==> src/rtl/dvi_video_sequencer_if.sv <==
// dvi_video_sequencer_if: pixel-source and TMDS-encoder side signals of the video sequencer
interface dvi_video_sequencer_if;
    logic        en;
    logic [23:0] pix_rgb;
    logic        pix_req;
    logic [11:0] pix_x;
    logic [11:0] pix_y;
    logic        frame_start;
    logic        running;
    logic        enc_vde;
    logic [7:0]  enc_vd0;
    logic [7:0]  enc_vd1;
    logic [7:0]  enc_vd2;
    logic [1:0]  enc_cd0;
    logic [1:0]  enc_cd1;
    logic [1:0]  enc_cd2;
    modport master (
        input  en, pix_rgb,
        output pix_req, pix_x, pix_y, frame_start, running,
               enc_vde, enc_vd0, enc_vd1, enc_vd2, enc_cd0, enc_cd1, enc_cd2
    );
    modport slave (
        output en, pix_rgb,
        input  pix_req, pix_x, pix_y, frame_start, running,
               enc_vde, enc_vd0, enc_vd1, enc_vd2, enc_cd0, enc_cd1, enc_cd2
    );
endinterface

==> src/rtl/dvi_video_sequencer.sv <==
// dvi_video_sequencer: video timing, pixel requests and latency-aligned TMDS encoder feed
module dvi_video_sequencer #(
    parameter int H_ACTIVE = 640,
    parameter int H_FP     = 16,
    parameter int H_SYNC   = 96,
    parameter int H_BP     = 48,
    parameter int V_ACTIVE = 480,
    parameter int V_FP     = 10,
    parameter int V_SYNC   = 2,
    parameter int V_BP     = 33,
    parameter bit HS_POL   = 1'b0,
    parameter bit VS_POL   = 1'b0,
    parameter int PIX_LAT  = 2
) (
    input logic clk,
    input logic rst,
    dvi_video_sequencer_if.master bus
);
    localparam int H_TOTAL = H_ACTIVE + H_FP + H_SYNC + H_BP;
    localparam int V_TOTAL = V_ACTIVE + V_FP + V_SYNC + V_BP;
    localparam int HS_BEG  = H_ACTIVE + H_FP;
    localparam int HS_END  = HS_BEG + H_SYNC;
    localparam int VS_BEG  = V_ACTIVE + V_FP;
    localparam int VS_END  = VS_BEG + V_SYNC;
    localparam logic [2:0] IDLE_W = {1'b0, ~VS_POL, ~HS_POL};

    generate
        if (H_TOTAL > 4096 || V_TOTAL > 4096 || PIX_LAT < 1 || PIX_LAT > 8) begin : g_bad_cfg
            $error("dvi_video_sequencer: unsupported timing parameters");
        end
    endgenerate

    typedef enum logic {IDLE, RUN} state_t;

    state_t      state, state_n;
    logic [11:0] h, v, h_n, v_n;
    logic [31:0] hx, vx;
    logic        run, h_last, v_last, active, hs, vs;
    logic [2:0]  s0;
    logic [2:0]  dly [PIX_LAT];
    logic [2:0]  last;

    assign hx          = {20'd0, h};
    assign vx          = {20'd0, v};
    assign last        = dly[PIX_LAT-1];
    assign bus.pix_req = s0[2];
    assign bus.running = run;
    assign bus.enc_cd1 = 2'b00;
    assign bus.enc_cd2 = 2'b00;

    // next state, counter stepping and stage-0 decode of the current count
    always_comb begin
        run     = state == RUN;
        h_last  = hx == H_TOTAL - 1;
        v_last  = vx == V_TOTAL - 1;
        active  = run && hx < H_ACTIVE && vx < V_ACTIVE;
        hs      = run && hx >= HS_BEG && hx < HS_END;
        vs      = run && vx >= VS_BEG && vx < VS_END;
        state_n = state;
        if (!run && bus.en) state_n = RUN;
        if (run && h_last && v_last && !bus.en) state_n = IDLE;
        h_n     = (run && !h_last) ? h + 12'd1 : 12'd0;
        v_n     = !run ? 12'd0 : !h_last ? v : v_last ? 12'd0 : v + 12'd1;
    end

    // FSM state and raster counters
    always_ff @(posedge clk) begin
        if (rst) begin
            state <= IDLE;
            h     <= 12'd0;
            v     <= 12'd0;
        end else begin
            state <= state_n;
            h     <= h_n;
            v     <= v_n;
        end
    end

    // registered request, coordinates and stage-0 timing word
    always_ff @(posedge clk) begin
        if (rst) begin
            s0              <= IDLE_W;
            bus.pix_x       <= 12'd0;
            bus.pix_y       <= 12'd0;
            bus.frame_start <= 1'b0;
        end else begin
            s0              <= {active, vs ? VS_POL : ~VS_POL, hs ? HS_POL : ~HS_POL};
            bus.pix_x       <= h;
            bus.pix_y       <= v;
            bus.frame_start <= active && h == 12'd0 && v == 12'd0;
        end
    end

    // timing word travels alongside the pixel source latency
    always_ff @(posedge clk) begin
        if (rst) begin
            for (int i = 0; i < PIX_LAT; i++) dly[i] <= IDLE_W;
        end else begin
            dly[0] <= s0;
            for (int i = 1; i < PIX_LAT; i++) dly[i] <= dly[i-1];
        end
    end

    // encoder output register: returned pixel joined with its delayed timing word
    always_ff @(posedge clk) begin
        if (rst) begin
            bus.enc_vde <= 1'b0;
            bus.enc_vd0 <= 8'h00;
            bus.enc_vd1 <= 8'h00;
            bus.enc_vd2 <= 8'h00;
            bus.enc_cd0 <= IDLE_W[1:0];
        end else begin
            bus.enc_vde <= last[2];
            bus.enc_vd0 <= last[2] ? bus.pix_rgb[7:0] : 8'h00;
            bus.enc_vd1 <= last[2] ? bus.pix_rgb[15:8] : 8'h00;
            bus.enc_vd2 <= last[2] ? bus.pix_rgb[23:16] : 8'h00;
            bus.enc_cd0 <= last[1:0];
        end
    end
endmodule

==> src/flat_wrapper.sv <==
// flat-port wrapper written by rule: the top's interface ports become plain ports
module dvi_video_sequencer_flat 
#(
    parameter int H_ACTIVE = 640,
    parameter int H_FP     = 16,
    parameter int H_SYNC   = 96,
    parameter int H_BP     = 48,
    parameter int V_ACTIVE = 480,
    parameter int V_FP     = 10,
    parameter int V_SYNC   = 2,
    parameter int V_BP     = 33,
    parameter bit HS_POL   = 1'b0,
    parameter bit VS_POL   = 1'b0,
    parameter int PIX_LAT  = 2
)
  (clk, rst, bus_en, bus_pix_rgb, bus_pix_req, bus_pix_x, bus_pix_y, bus_frame_start, bus_running, bus_enc_vde, bus_enc_vd0, bus_enc_vd1, bus_enc_vd2, bus_enc_cd0, bus_enc_cd1, bus_enc_cd2);
  dvi_video_sequencer_if bus_i ();
  input logic clk;
  input logic rst;
  input wire logic [$bits(bus_i.en)-1:0] bus_en;
  input wire logic [$bits(bus_i.pix_rgb)-1:0] bus_pix_rgb;
  output wire logic [$bits(bus_i.pix_req)-1:0] bus_pix_req;
  output wire logic [$bits(bus_i.pix_x)-1:0] bus_pix_x;
  output wire logic [$bits(bus_i.pix_y)-1:0] bus_pix_y;
  output wire logic [$bits(bus_i.frame_start)-1:0] bus_frame_start;
  output wire logic [$bits(bus_i.running)-1:0] bus_running;
  output wire logic [$bits(bus_i.enc_vde)-1:0] bus_enc_vde;
  output wire logic [$bits(bus_i.enc_vd0)-1:0] bus_enc_vd0;
  output wire logic [$bits(bus_i.enc_vd1)-1:0] bus_enc_vd1;
  output wire logic [$bits(bus_i.enc_vd2)-1:0] bus_enc_vd2;
  output wire logic [$bits(bus_i.enc_cd0)-1:0] bus_enc_cd0;
  output wire logic [$bits(bus_i.enc_cd1)-1:0] bus_enc_cd1;
  output wire logic [$bits(bus_i.enc_cd2)-1:0] bus_enc_cd2;
  assign bus_i.en = bus_en;
  assign bus_i.pix_rgb = bus_pix_rgb;
  assign bus_pix_req = bus_i.pix_req;
  assign bus_pix_x = bus_i.pix_x;
  assign bus_pix_y = bus_i.pix_y;
  assign bus_frame_start = bus_i.frame_start;
  assign bus_running = bus_i.running;
  assign bus_enc_vde = bus_i.enc_vde;
  assign bus_enc_vd0 = bus_i.enc_vd0;
  assign bus_enc_vd1 = bus_i.enc_vd1;
  assign bus_enc_vd2 = bus_i.enc_vd2;
  assign bus_enc_cd0 = bus_i.enc_cd0;
  assign bus_enc_cd1 = bus_i.enc_cd1;
  assign bus_enc_cd2 = bus_i.enc_cd2;
  dvi_video_sequencer #(.H_ACTIVE(H_ACTIVE), .H_FP(H_FP), .H_SYNC(H_SYNC), .H_BP(H_BP), .V_ACTIVE(V_ACTIVE), .V_FP(V_FP), .V_SYNC(V_SYNC), .V_BP(V_BP), .HS_POL(HS_POL), .VS_POL(VS_POL), .PIX_LAT(PIX_LAT)) u_core (.clk(clk), .rst(rst), .bus(bus_i));
endmodule
==> config.mk <==
export PLATFORM = sky130hd
export DESIGN_NAME = dvi_video_sequencer_flat
export DESIGN_NICKNAME = d
export VERILOG_FILES = /design/src/rtl/dvi_video_sequencer_if.sv /design/src/rtl/dvi_video_sequencer.sv /design/src/flat_wrapper.sv
export SDC_FILE = /design/constraint.sdc
export NUM_CORES = 1
export LEC_CHECK = 0
export CELL_PAD_IN_SITES_DETAIL_PLACEMENT = 0
export CELL_PAD_IN_SITES_GLOBAL_PLACEMENT = 2
export CORE_MARGIN = 1
export CORE_UTILIZATION = 28
export DETAILED_ROUTE_END_ITERATION = 8
export PLACE_DENSITY_LB_ADDON = 0.1
export SLEW_MARGIN = 20
export SYNTH_ARGS = -nofsm -noshare
export SYNTH_HDL_FRONTEND = slang
export SYNTH_SLANG_ARGS = --single-unit
==> constraint.sdc <==
create_clock -name clk -period 2.5 [get_ports clk]
set_clock_uncertainty 0.2 [all_clocks]
set_input_delay 0.5 -clock clk [delete_from_list [all_inputs] [get_ports clk]]
set_output_delay 0.5 -clock clk [all_outputs]
set_load 0.05 [all_outputs]
==> run metrics <==
CP arrival=2480 ps; Mean Syn Cell Area=9.99 µm²; DRT iter0 DRCs=between 70 and 80; CP Launch Type=flip-flop; TritonCTS Buffers=9; data required time at the worst endpoint=2610 ps; die width=between 100 and 150 µm; Yosys top cell area share=0.580; H-Tree Depth=3; Post-Syn Area=2970 µm²; Initial Util=0.289; final setup fails=0; crit path capture type=flip-flop; clk buf depth=2; worst r2r path cells=5; post-synth top area cell=dfxtp_1; clock root cell=clkbuf_8; Core Box Area=10300 µm²; P_leak=~1.5 nW; cts hold-fix bufs=0; critical path's slowest cell=or4_4; Final Hold Violating Endpoints=0; via count=~2300; delay of the slowest critical-path stage=670 ps; commonest cells after routing, fill and taps aside=dfxtp_1 (86), clkdlybuf4s50_1 (80), nor2_1 (29); Min Clock Period, post-route=2370 ps; Rows=37; Detail Route Antenna Nets=0; Hold WS=212 ps; Post-DP Area=4010 µm²; Worst Tran Pin Value=542 ps; wire length per cell=13.0 µm; power share of the clock group=0.380; Final Power=between 2 and 2.5 mW; fin area=about 4200 µm²; EDFF count, synth=0; reg2reg setup slack=approximately 130 ps; Comb pwr share=0.059; Seq/Total Area, Yosys=0.580; Hold Path End=u_core.bus.enc_cd0[1]; Filler cells=around 1000; NumNets Final=426; worst min path class=reg -> reg; DRC=0; Die H=105 µm; vias in the first global route=2156; most common cell after layout, fill and taps aside=dfxtp_1; Yosys cell types=36; pre-CTS setup slack=20.4 ps; FF+latch count, synth=86; largest net degree at the start of global routing=30; Cells after Synth=297; area of the die=11000 µm²; sw power=0.642 mW; RR Startpoint=u_core.h[1]; diode count=0; Setup WS post-layout=between 100 and 150 ps; P&R area growth vs syn=42.0%; Max rail drop VDD=0.249 mV; hpwl dp=4.86 mm; CTS tree=built; terminus of the critical flop-to-flop path=u_core.v[9]; RSZ-0062 raised after global routing=false; fmax=about 0.42 GHz; Pre-Repair DR Iteration Count=4; clock sinks=86; RD Place Congestion=0.828; total I/O pin count=85; Hold Startpoint=u_core.dly[0][4]; Async S/R FF share, synth=0; outcome=completed; Clock Pin Slew Worst Setup and Hold Paths=90 ps; crit-path cells=ha_1, nand4_1, or4_4, or4_4, a21oi_2; IO Port Bufs=80; first-pass GRT wire length=approximately 11 mm; Int Pwr=1.82 mW; CP max FO=8; Hold Path Stages=1; Overall Global Routing Usage=0.133; Sw Share=0.260; Synth Flop Type=dfxtp_1; layout cells sized above 1=0.135; CP most frequent cell=or4_4; Sum Neg Setup Slack=0 ps; Slew Viols, Final=0; number of vias per cell=4.26; WS Path Type=reg -> reg; Rel. slew slack=0.638; pwr dens=585 nW/µm²; final wirelength=6.98 mm; sequential power share=0.562; Worst-Skew Late Latency=370 ps; grt total ovfl=0; leading post-synthesis cells by cell area=dfxtp_1 (58%), and2_1 (5.1%), nor2b_1 (4.2%); yosys warns=0; maxcap violations=0; period utilization=0.947; antenna violations before repair=0
==> Yosys cell counts (2+ instances only) <==
cell,count
nor4_1,6
nor2b_1,20
a21oi_1,8
nand4_1,11
xnor2_1,11
a21oi_2,2
nor2_1,29
buf_2,3
or2_2,8
nand2_1,6
and3_1,2
nor3_1,7
clkbuf_1,11
or4_4,2
nor4b_1,2
ha_1,4
buf_4,4
dfxtp_1,86
and2_1,24
or3_1,5
or4_1,4
nand3_1,11
inv_1,10
o21ai_0,6
o31ai_1,4
==> logic make-up (layout without fill, tap and decap cells) <==
group,Yosys count,count (layout),synth area share
AOI/OAI and AO/OA,21,21,0.0422
adders and majority gates,4,4,0.0169
DFF,86,86,0.580
buffers and inverters,30,130,0.0472
xor gates and xnor gates,12,12,0.0354
other,1,4,0.00126
and+or+nand+nor,143,143,0.277
==> repair_timing <==
item / CTS / global route
resized for setup: 1 / 1
buffers inserted: 0 / 2
pin swaps: 0 / 1
endpoints found under the setup margin: 3 / 5
hold endpoints to repair: 0 / 0
==> state kept, by name (all words and copies together), names as in the netlist, 2 cells and up <==
signal	count
u_core.dly	6
u_core.s0	3
u_core.bus.enc_vd2	8
u_core.bus.pix_x	12
u_core.v	12
u_core.bus.enc_cd0	2
u_core.bus.enc_vd0	8
u_core.bus.pix_y	12
u_core.bus.enc_vd1	8
u_core.h	12
==> layout make-up <==
cell class	instances	area [µm²]	share of cell area
flip-flops and latches	86	1720	0.408
multi-input cells	184	1120	0.267
repair buffers	104	981	0.233
well taps	136	170	0.0404
clock buffers	10	128	0.0303
clock inverters	6	52.6	0.0125
inverters	10	37.5	0.00890
==> routing by layer <==
| layer | up-vias | wire length [µm] | track usage |
|---|---|---|---|
| met2 | 71 | 2890 | 0.190 |
| met3 | 6 | 423 | 0.0487 |
| met4 | 0 | 81 | 0.0473 |
| met1 | 1031 | 3580 | 0.183 |
| met5 | - | 0 | 0 |
| li1 | 1177 | - | - |
==> power groups by stage <==
stage	Sequential, mW	Clock [mW]	Combinational (mW)
after floorplan	1.45	0	0.0457
after global placement	1.42	0	0.147
after detailed placement	1.42	0	0.147
after CTS	1.39	0.970	0.148
after global routing	1.39	1.05	0.155
final	1.38	0.936	0.145
==> metrics by stage <==
stage,instances,util
finish,536,0.410
global route,536,0.410
CTS,534,0.408
detailed placement,518,0.390
global placement,518,0.390
floorplan,300,-
==> critical path, delay by kind of cell, from the launching register on <==
kind            cells  cell delay (ps)
compound gates      1              130
fa+ha+maj           1              190
flops               1              390
simple gates        3             1400
==> worst max path at each step <==
stage | from | end | slack (ps) | cells past startpoint
3_3_place_gp | u_core.h[1] | u_core.v[8] | 100 | 5
6_report | u_core.h[1] | u_core.v[9] | 130 | 5
4_1_cts | u_core.h[1] | u_core.v[9] | 20 | 5
3_5_place_dp | u_core.h[1] | u_core.v[6] | 20 | 6
5_1_grt | u_core.h[1] | u_core.v[11] | 40 | 5
2_1_floorplan | u_core.h[0] | u_core.bus.running | 170 | 7
Note: power is estimated with default switching activity, not from simulation.
